## config.mk

```make
export PLATFORM = sky130hd
export DESIGN_NAME = uart_rx_deframer_flat
export DESIGN_NICKNAME = d
export VERILOG_FILES = /design/src/rtl/uart_pkg.sv /design/src/rtl/uart_rx_deframer_if.sv /design/src/rtl/uart_rx_deframer_sync_2ff.sv /design/src/rtl/uart_rx_deframer.sv /design/src/flat_wrapper.sv
export SDC_FILE = /design/constraint.sdc
export NUM_CORES = 1
export LEC_CHECK = 0
export ABC_CLOCK_PERIOD_IN_PS = 5100
export CORE_MARGIN = 2
export CORE_UTILIZATION = 45
export DETAILED_ROUTE_END_ITERATION = 10
export DONT_BUFFER_PORTS = 1
export GPL_TIMING_DRIVEN = 0
export SLEW_MARGIN = 25
export SYNTH_ARGS = -nofsm -noshare
export SYNTH_HDL_FRONTEND = slang
export SYNTH_SLANG_ARGS = --single-unit
export TNS_END_PERCENT = 100
```

## constraint.sdc

```tcl
create_clock -name clk -period 5.1 [get_ports clk]
set_clock_uncertainty 0.05 [all_clocks]
set_input_delay 0.255 -clock clk [delete_from_list [all_inputs] [get_ports clk]]
set_output_delay 0.255 -clock clk [all_outputs]
set_load 0.02 [all_outputs]
```

## src/rtl/uart_pkg.sv

```systemverilog
// uart_pkg: shared definitions for the UART receive path.
//   - rx_state_e   : deframer FSM states
//   - PARITY_EVEN / PARITY_ODD : values for the parity_type input
//   - DEFAULT_CLKS_PER_BIT     : 100 MHz system clock / 115200 baud
//   - UART_DATA_W              : data bits per frame
package uart_pkg;

  typedef enum logic [2:0] {
    IDLE,
    START,
    DATA,
    PARITY,
    STOP,
    DONE,
    WAIT_IDLE
  } rx_state_e;

  localparam logic PARITY_EVEN = 1'b0;
  localparam logic PARITY_ODD  = 1'b1;

  localparam int unsigned DEFAULT_CLKS_PER_BIT = 868;
  localparam int unsigned UART_DATA_W          = 8;

endpackage

```

## src/rtl/uart_rx_deframer_if.sv

```systemverilog
// uart_rx_deframer_if: serial input, frame configuration and received-byte
// status bundle of the UART receive front-end.
//   rx, parity_en, parity_type             : line and config, into the deframer
//   rx_data, rx_parity, rx_valid,
//   parity_err, frame_err, busy            : frame result, out of the deframer
// Modports: master = line/config driver and result consumer,
//           slave  = the deframer itself.
interface uart_rx_deframer_if;
  import uart_pkg::*;

  logic                   rx;
  logic                   parity_en;
  logic                   parity_type;
  logic [UART_DATA_W-1:0] rx_data;
  logic                   rx_parity;
  logic                   rx_valid;
  logic                   parity_err;
  logic                   frame_err;
  logic                   busy;

  modport master (
    output rx, parity_en, parity_type,
    input  rx_data, rx_parity, rx_valid, parity_err, frame_err, busy
  );

  modport slave (
    input  rx, parity_en, parity_type,
    output rx_data, rx_parity, rx_valid, parity_err, frame_err, busy
  );

endinterface

```

## src/rtl/uart_rx_deframer_sync_2ff.sv

```systemverilog
// sync_2ff: 1-bit two-flop synchroniser for an asynchronous input.
//   clk_i  : destination clock
//   rst_ni : asynchronous active-low reset; both flops load RESET_VAL
//   d_i    : asynchronous input
//   q_o    : synchronised output (two clocks of latency)
module sync_2ff #(
  parameter logic RESET_VAL = 1'b1
) (
  input  logic clk_i,
  input  logic rst_ni,
  input  logic d_i,
  output logic q_o
);

  logic meta_q;
  logic sync_q;

  always_ff @(posedge clk_i or negedge rst_ni) begin
    if (!rst_ni) begin
      meta_q <= RESET_VAL;
      sync_q <= RESET_VAL;
    end else begin
      meta_q <= d_i;
      sync_q <= meta_q;
    end
  end

  assign q_o = sync_q;

endmodule

```

## src/rtl/uart_rx_deframer.sv

```systemverilog
// uart_rx_deframer: UART receive front-end. Synchronises rx, qualifies the
// start bit at mid-bit, samples 8 data bits LSB-first, an optional parity bit
// and the stop bit, then presents the byte and status with a one-cycle
// rx_valid pulse.
//   clk   : system clock, rising edge
//   rst_n : asynchronous active-low reset
//   bus   : slave side of uart_rx_deframer_if
//           in : rx (idle high), parity_en, parity_type (0 even, 1 odd)
//           out: rx_data, rx_parity, rx_valid, parity_err, frame_err, busy
// rx_data/rx_parity/parity_err/frame_err hold until the next rx_valid.
module uart_rx_deframer
  import uart_pkg::*;
#(
  parameter int unsigned CLKS_PER_BIT = DEFAULT_CLKS_PER_BIT,
  parameter int unsigned DATA_BITS    = 8
) (
  input  logic                clk,
  input  logic                rst_n,
  uart_rx_deframer_if.slave   bus
);

  localparam int unsigned TIMER_W = $clog2(CLKS_PER_BIT);
  localparam int unsigned HALF    = CLKS_PER_BIT / 2;

  localparam logic [TIMER_W-1:0] BIT_LAST  = TIMER_W'(CLKS_PER_BIT - 1);
  localparam logic [TIMER_W-1:0] HALF_LAST = TIMER_W'(HALF - 1);
  localparam logic [2:0]         IDX_LAST  = 3'(DATA_BITS - 1);

  logic rx_s;

  rx_state_e              state_q,   state_d;
  logic [TIMER_W-1:0]     timer_q,   timer_d;
  logic [2:0]             idx_q,     idx_d;
  logic [DATA_BITS-1:0]   shift_q,   shift_d;
  logic                   par_bit_q, par_bit_d;
  logic                   pen_q,     pen_d;
  logic                   ptype_q,   ptype_d;
  logic [DATA_BITS-1:0]   data_q,    data_d;
  logic                   rpar_q,    rpar_d;
  logic                   perr_q,    perr_d;
  logic                   ferr_q,    ferr_d;

  sync_2ff #(
    .RESET_VAL (1'b1)
  ) u_rx_sync (
    .clk_i  (clk),
    .rst_ni (rst_n),
    .d_i    (bus.rx),
    .q_o    (rx_s)
  );

  // State and datapath registers.
  always_ff @(posedge clk or negedge rst_n) begin
    if (!rst_n) begin
      state_q   <= IDLE;
      timer_q   <= '0;
      idx_q     <= '0;
      shift_q   <= '0;
      par_bit_q <= 1'b0;
      pen_q     <= 1'b0;
      ptype_q   <= 1'b0;
      data_q    <= '0;
      rpar_q    <= 1'b0;
      perr_q    <= 1'b0;
      ferr_q    <= 1'b0;
    end else begin
      state_q   <= state_d;
      timer_q   <= timer_d;
      idx_q     <= idx_d;
      shift_q   <= shift_d;
      par_bit_q <= par_bit_d;
      pen_q     <= pen_d;
      ptype_q   <= ptype_d;
      data_q    <= data_d;
      rpar_q    <= rpar_d;
      perr_q    <= perr_d;
      ferr_q    <= ferr_d;
    end
  end

  // Next state. The timer is zeroed on every transition so each state
  // measures its own interval from entry.
  always_comb begin
    state_d   = state_q;
    timer_d   = timer_q + 1'b1;
    idx_d     = idx_q;
    shift_d   = shift_q;
    par_bit_d = par_bit_q;
    pen_d     = pen_q;
    ptype_d   = ptype_q;
    data_d    = data_q;
    rpar_d    = rpar_q;
    perr_d    = perr_q;
    ferr_d    = ferr_q;

    unique case (state_q)
      IDLE: begin
        timer_d = '0;
        if (!rx_s) state_d = START;
      end

      START: begin
        if (timer_q == HALF_LAST) begin
          timer_d = '0;
          if (rx_s) begin
            state_d = IDLE;             // glitch, not a real start bit
          end else begin
            state_d   = DATA;
            idx_d     = '0;
            pen_d     = bus.parity_en;  // frame format frozen for this frame
            ptype_d   = bus.parity_type;
            par_bit_d = 1'b0;
          end
        end
      end

      DATA: begin
        if (timer_q == BIT_LAST) begin
          timer_d = '0;
          shift_d = {rx_s, shift_q[DATA_BITS-1:1]};
          if (idx_q == IDX_LAST) begin
            state_d = pen_q ? PARITY : STOP;
          end else begin
            idx_d = idx_q + 1'b1;
          end
        end
      end

      PARITY: begin
        if (timer_q == BIT_LAST) begin
          timer_d   = '0;
          par_bit_d = rx_s;
          state_d   = STOP;
        end
      end

      STOP: begin
        if (timer_q == BIT_LAST) begin
          timer_d = '0;
          state_d = DONE;
          // Result registers load here so they are already valid in DONE.
          data_d  = shift_q;
          rpar_d  = par_bit_q;
          perr_d  = pen_q & (par_bit_q ^ (^shift_q) ^ ptype_q);
          ferr_d  = ~rx_s;
        end
      end

      DONE: begin
        timer_d = '0;
        state_d = rx_s ? IDLE : WAIT_IDLE;
      end

      WAIT_IDLE: begin
        timer_d = '0;
        if (rx_s) state_d = IDLE;
      end

      default: begin
        timer_d = '0;
        state_d = IDLE;
      end
    endcase
  end

  // Outputs.
  always_comb begin
    bus.busy       = (state_q != IDLE);
    bus.rx_valid   = (state_q == DONE);
    bus.rx_data    = data_q;
    bus.rx_parity  = rpar_q;
    bus.parity_err = perr_q;
    bus.frame_err  = ferr_q;
  end

endmodule

```

## src/flat_wrapper.sv

```systemverilog
// flat-port wrapper written by rule: the top's interface ports become plain ports
module uart_rx_deframer_flat import uart_pkg::*;
#(
  parameter int unsigned CLKS_PER_BIT = DEFAULT_CLKS_PER_BIT,
  parameter int unsigned DATA_BITS    = 8
)
  (clk, rst_n, bus_rx, bus_parity_en, bus_parity_type, bus_rx_data, bus_rx_parity, bus_rx_valid, bus_parity_err, bus_frame_err, bus_busy);
  uart_rx_deframer_if bus_i ();
  input  logic clk;
  input  logic rst_n;
  input wire logic [$bits(bus_i.rx)-1:0] bus_rx;
  input wire logic [$bits(bus_i.parity_en)-1:0] bus_parity_en;
  input wire logic [$bits(bus_i.parity_type)-1:0] bus_parity_type;
  output wire logic [$bits(bus_i.rx_data)-1:0] bus_rx_data;
  output wire logic [$bits(bus_i.rx_parity)-1:0] bus_rx_parity;
  output wire logic [$bits(bus_i.rx_valid)-1:0] bus_rx_valid;
  output wire logic [$bits(bus_i.parity_err)-1:0] bus_parity_err;
  output wire logic [$bits(bus_i.frame_err)-1:0] bus_frame_err;
  output wire logic [$bits(bus_i.busy)-1:0] bus_busy;
  assign bus_i.rx = bus_rx;
  assign bus_i.parity_en = bus_parity_en;
  assign bus_i.parity_type = bus_parity_type;
  assign bus_rx_data = bus_i.rx_data;
  assign bus_rx_parity = bus_i.rx_parity;
  assign bus_rx_valid = bus_i.rx_valid;
  assign bus_parity_err = bus_i.parity_err;
  assign bus_frame_err = bus_i.frame_err;
  assign bus_busy = bus_i.busy;
  uart_rx_deframer #(.CLKS_PER_BIT(CLKS_PER_BIT), .DATA_BITS(DATA_BITS)) u_core (.clk(clk), .rst_n(rst_n), .bus(bus_i));
endmodule
```

Word level (Yosys, flattened, before mapping)
Cells that the tools add are included.
{ "totals": {"mem_bits_rw": 0, "mem_bits_ro": 0, "ff_bits": 40, "memories": 0, "latchBits": 0, "inputBits": 5} }
{ "op_classes": {"n_lt_le_gt_ge": 0, "eq_ne": 18, "reduce_logical": 12, "n_bitwise": 4, "multipliers": 0, "shift": 0, "div_mod_pow": 0, "n_addsub": 2, "muxes": 23} }
{ "ops": {"columns": ["op", "count"], "rows": [
  ["$mux 3", 13],
  ["$pmux 3 s7", 1],
  ["$mux 10", 2],
  ["$pmux 10 s2", 1],
  ["$eq 3x3->1 const B", 4],
  ["$add 10x1->10 const B", 1],
  ["$eq 10x10->1 const B", 1],
  ["$eq 10x9->1 const B", 1],
  ["$ne 2x1->1 const B", 5],
  ["$ne 2x2->1 const B", 4],
  ["$reduce_xor 8->1", 1],
  ["$reduce_and 7->1", 1],
  ["$eq 3x2->1 const B", 2],
  ["$pmux 3 s2", 1],
  ["$reduce_and 5->1", 1],
  ["$reduce_and 2->1", 2],
  ["$reduce_and 4->1", 1],
  ["$reduce_bool 2->1", 2],
  ["$add 3x1->3 const B", 1],
  ["$eq 3x1->1 const B", 1],
  ["$logic_not 3->1", 1],
  ["$mux 1", 3],
  ["$reduce_and 3->1", 1],
  ["$reduce_bool 3->1", 1],
  ["6 further kinds", 7]
]} }

Logic depth before layout (Yosys ltp)
{ "logic_depth": {"ltp_word": 4, "depth_mapped": 7, "depth_no_buf": 7} }

Modules after synthesis
From an unflattened synthesis, not the netlist that was laid out.
{ "unflattened": {"hier_cells": 163, "hier_area_um2": 1945.6} }
{ "modules_own_cells": {"columns": ["mod", "seq_area_each_um2", "cells_per_inst", "area_per_inst_um2", "n_inst"], "rows": [
  ["uart_rx_deframer", 950.9, 161, 1893.1, 1],
  ["sync_2ff", 52.6, 2, 52.6, 1]
]} }

Worst setup path before layout
Ideal clock, no wire load.
{ "synth_timing": {"path_kind": "reg-to-reg", "startpoint": "reg u_core.timer_q[1]", "endpoint": "reg u_core.pen_q", "period_less_slack_ps": 1867, "t_arrival_ps": 1691, "slack_ps": 3233, "stages_incl_launch_ff": 8, "setup_ps": 125, "cell_sequence": "dfrtp_1 -> inv_1 -> ha_1 -> nor2b_1 -> and2_4 -> nand2_1 -> or4_4 -> mux2_4"} }
{ "synth_between": {"elab_chain_cells": 2} }
{ "synth_rtl": {"columns": ["element", "line", "text"], "rows": [
  ["from (decl)", "uart_rx_deframer.sv:32", "logic [TIMER_W-1:0] timer_q, timer_d;"],
  ["from (signal assigned)", "uart_rx_deframer.sv:68", "timer_q <= timer_d;"],
  ["$eq 10x9->1", "uart_rx_deframer.sv:103", "if (timer_q == HALF_LAST) begin"],
  ["$reduce_and 3->1 (no source line)", null, null],
  ["to (signal assigned)", "uart_rx_deframer.sv:72", "pen_q <= pen_d;"],
  ["to (decl)", "uart_rx_deframer.sv:36", "logic pen_q, pen_d;"]
]} }
Every way passes these cells.
A chain may end at the register's enable or synchronous reset.

Final worst setup path
{ "layout_timing": {"startpoint": "reg u_core.timer_q[0]", "endpoint": "reg u_core.data_q[4], in the netlist u_core.bus.rx_data[4]"} }
{ "layout_between": {"elab_chain_cells": 2} }
{ "layout_rtl": {"columns": ["element", "line", "text"], "rows": [
  ["$eq 10x10->1", "uart_rx_deframer.sv:138", "if (timer_q == BIT_LAST) begin"],
  ["$reduce_and 2->1 (no source line)", null, null],
  ["to (signal assigned)", "uart_rx_deframer.sv:74", "data_q <= data_d;"],
  ["to (decl)", "uart_rx_deframer.sv:38", "logic [DATA_BITS-1:0] data_q, data_d;"]
]} }
Every way passes these cells.

==> qor.csv <==
metric,value,unit
critPathLaunch,u_core.timer_q[0],
crit_buf_inv,1,
grt.overflow.total,0,
p_per_area,268,mW/mm^2
seq_area,0.00100,mm^2
tightest_slew,0.724,ns
n_fill_cell,390,
drive_above_1_share,23.0,%
grt_max_degree,41,
diodes,0,
antenna_left,0,
cp.depth,6,
die_h,70.6,um
dr.pass1.iters,4,
num_rows,24,
drtIter0Drc,92,
leakage,0.00102,uW
r2r-end,u_core.bus.rx_data[4],
drcViolationCount,0,
clk_path_buf_depth,2,
critPathTopFamily,simple AND/OR/NAND/NOR gates,
first_global_vias,1350,
critical_path_required,5.23,ns
yosysWarningCount,0,
multiInputGateArea,951,um^2
synth_nets,185,
core,0.00432,mm^2
cts.sinks,40,
fmax,469,MHz
synth_edf_count,0,
clkLatencyLatePin,0.28,ns
synth.avg_cell_area,11.3,um^2
cpPeakStageDelay,0.42,ns
cp_max_fo,10,
hold_class,in2reg,
path_class,reg2reg,
die_x,70.6,um
finalCritPeriodShare,41.8,%
maxSlewViolCount,0,
worstPathCellList,"ha_1, nand4bb_1, nor2_1, nand4_1, buf_2, mux2_2",
cts_tree,yes,
cap_violations,0,
fin_nets,195,
final_common_cell,dfrtp_1,
worstSetupEndpointType,flip-flop,
hold_ws,0.0629,ns
min_period,2.13,ns
start_kind,flip-flop,
wl_per_cell,15.5,um
slowest_stage,dfrtp_1,
grt_pass1_wl,6440,um
critPathCapture,u_core.bus.rx_data[4],
cts_root_buffer,clkbuf_8,
yosysUniqueCellTypes,41,
drt_wl_total,3690,um
clkTransAtPathRegs,0.08,ns
status,"finished, final reports clean",
hold_violations,0,
syn_area,0.00199,mm^2
vias_per_cell,5.45,
peakVddDrop,154,uV
p_total,593,uW
vias,1302,
area_growth,11.0,%
yosysSeqAreaShare,50.3,%
htree_num_levels,2,
port_buffers,0,
maxSlewHeadroom,51.7,%
hpwl,2600,um
setup_tns,0,ns
r2r_cells,6,
rsz0062_at_grt,no,
die_area,0.00498,mm^2
synth-seq-cells,40,
synthCells,176,
async_reset_ff_share,100,%
setup_viol,0,
r2r_setup_slack,2.97,ns
io_pins,18,
start_util,46.1,%
min-delay-start,bus_parity_type,
gp_congestion,0.860,
place_ws,3.03,ns
most-common-layout-cells,"dfrtp_1, nor2_1, mux2_2, xnor2_1, nand2_1",
r2r-start,u_core.timer_q[0],
grt_usage,16.4,%
crit_arrival,2.26,ns
setup_ws,2.97,ns
synthFlopType,dfrtp_1,
numCtsBuffers,5,
antenna_found_initial,0,
layer usage:
metal / up-vias / track usage, % / wire length (um)
li1: 639 / - / -
met2: 26 / 24.9 / 1820
met4: 0 / 6.29 / 40
met5: - / 0 / 0
met3: 6 / 5.13 / 138
met1: 631 / 22.3 / 1700
cells in the mapped netlist, types with 2 or more instances:
library cell	count	share of area, %
buf_2	2	0.50
ha_1	4	2.5
xor2_1	2	0.88
nand2b_1	2	0.63
xnor2_1	16	7.0
o31ai_1	2	0.75
nand2_1	10	1.9
o21ai_0	9	2.3
mux2_4	2	1.5
dfrtp_1	38	48
a22o_1	2	0.88
nor3b_1	2	0.75
mux2_2	18	10
a31oi_1	2	0.63
dfstp_2	2	2.6
nand3_1	4	1.0
inv_1	4	0.75
nor3_1	4	1.0
a21oi_1	6	1.5
nor2_1	19	3.6
clkbuf_1	4	0.75
and3_1	3	0.94
per-stage QoR:
| stage | instance area, um^2 | utilization, % | cells |
|---|---|---|---|
| floorplan | 1990 | - | 176 |
| global placement | 2060 | 47.6 | 228 |
| detailed placement | 2060 | 47.6 | 228 |
| CTS | 2210 | 51.2 | 239 |
| global route | 2210 | 51.2 | 239 |
| finish | 2210 | 51.2 | 239 |
report_power, final:
part           switching (uW)  internal [uW]  total (uW)
sequential               1.77            319         321
clock                     111            147         259
combinational            8.41           5.09        13.5
total                     122            472         593
cell type report:
cell class,count,area share (%)
well taps,52,2.94
inverters,4,0.678
multi-input cells,126,42.9
clock buffers,5,3.11
clock inverters,3,2.09
plain buffers,6,1.13
repair buffers,3,1.81
flip-flops and latches,40,45.3
worst min path at each step:
stage,to,slack [ns],cells past startpoint
final,u_core.ptype_q,0.06,1
after global routing,u_core.ptype_q,0.05,1
after CTS,u_core.ptype_q,0.05,1
after detailed placement,u_core.state_q[1],-0.09,0
after global placement,u_core.timer_q[6],-0.09,0
after floorplan,u_core.bus.frame_err,-0.09,0
logic make-up (layout without fill, tap and decap cells):
family | after synthesis | in the layout | synth area share [%]
AO/OA/AOI/OAI | 27 | 27 | 9.41
flip-flops | 40 | 40 | 50.3
buffers and inverters | 10 | 21 | 2.01
XOR/XNOR | 18 | 18 | 7.90
adder cells (fa/ha/maj) | 4 | 4 | 2.51
multiplexers | 20 | 20 | 11.7
AND/OR/NAND/NOR | 57 | 57 | 16.2
timing repair:
action                                  CTS  global route
endpoints found under the setup margin    0             0
hold buffers                              3             0
endpoints found under the hold margin    41             0
gates resized for setup                   0             0
buffers inserted                          0             0
state kept, by name, summed over array words and instances, names as in the netlist:
signal,count
u_core.bus.rx_parity,1
u_core.par_bit_q,1
u_core.ptype_q,1
u_core.state_q,3
u_core.timer_q,10
u_core.u_rx_sync.q_o,1
u_core.bus.rx_data,8
u_core.pen_q,1
u_core.idx_q,3
u_core.shift_q,8
u_core.bus.frame_err,1
u_core.u_rx_sync.meta_q,1
u_core.bus.parity_err,1
Power figures use the tool's default switching activity.
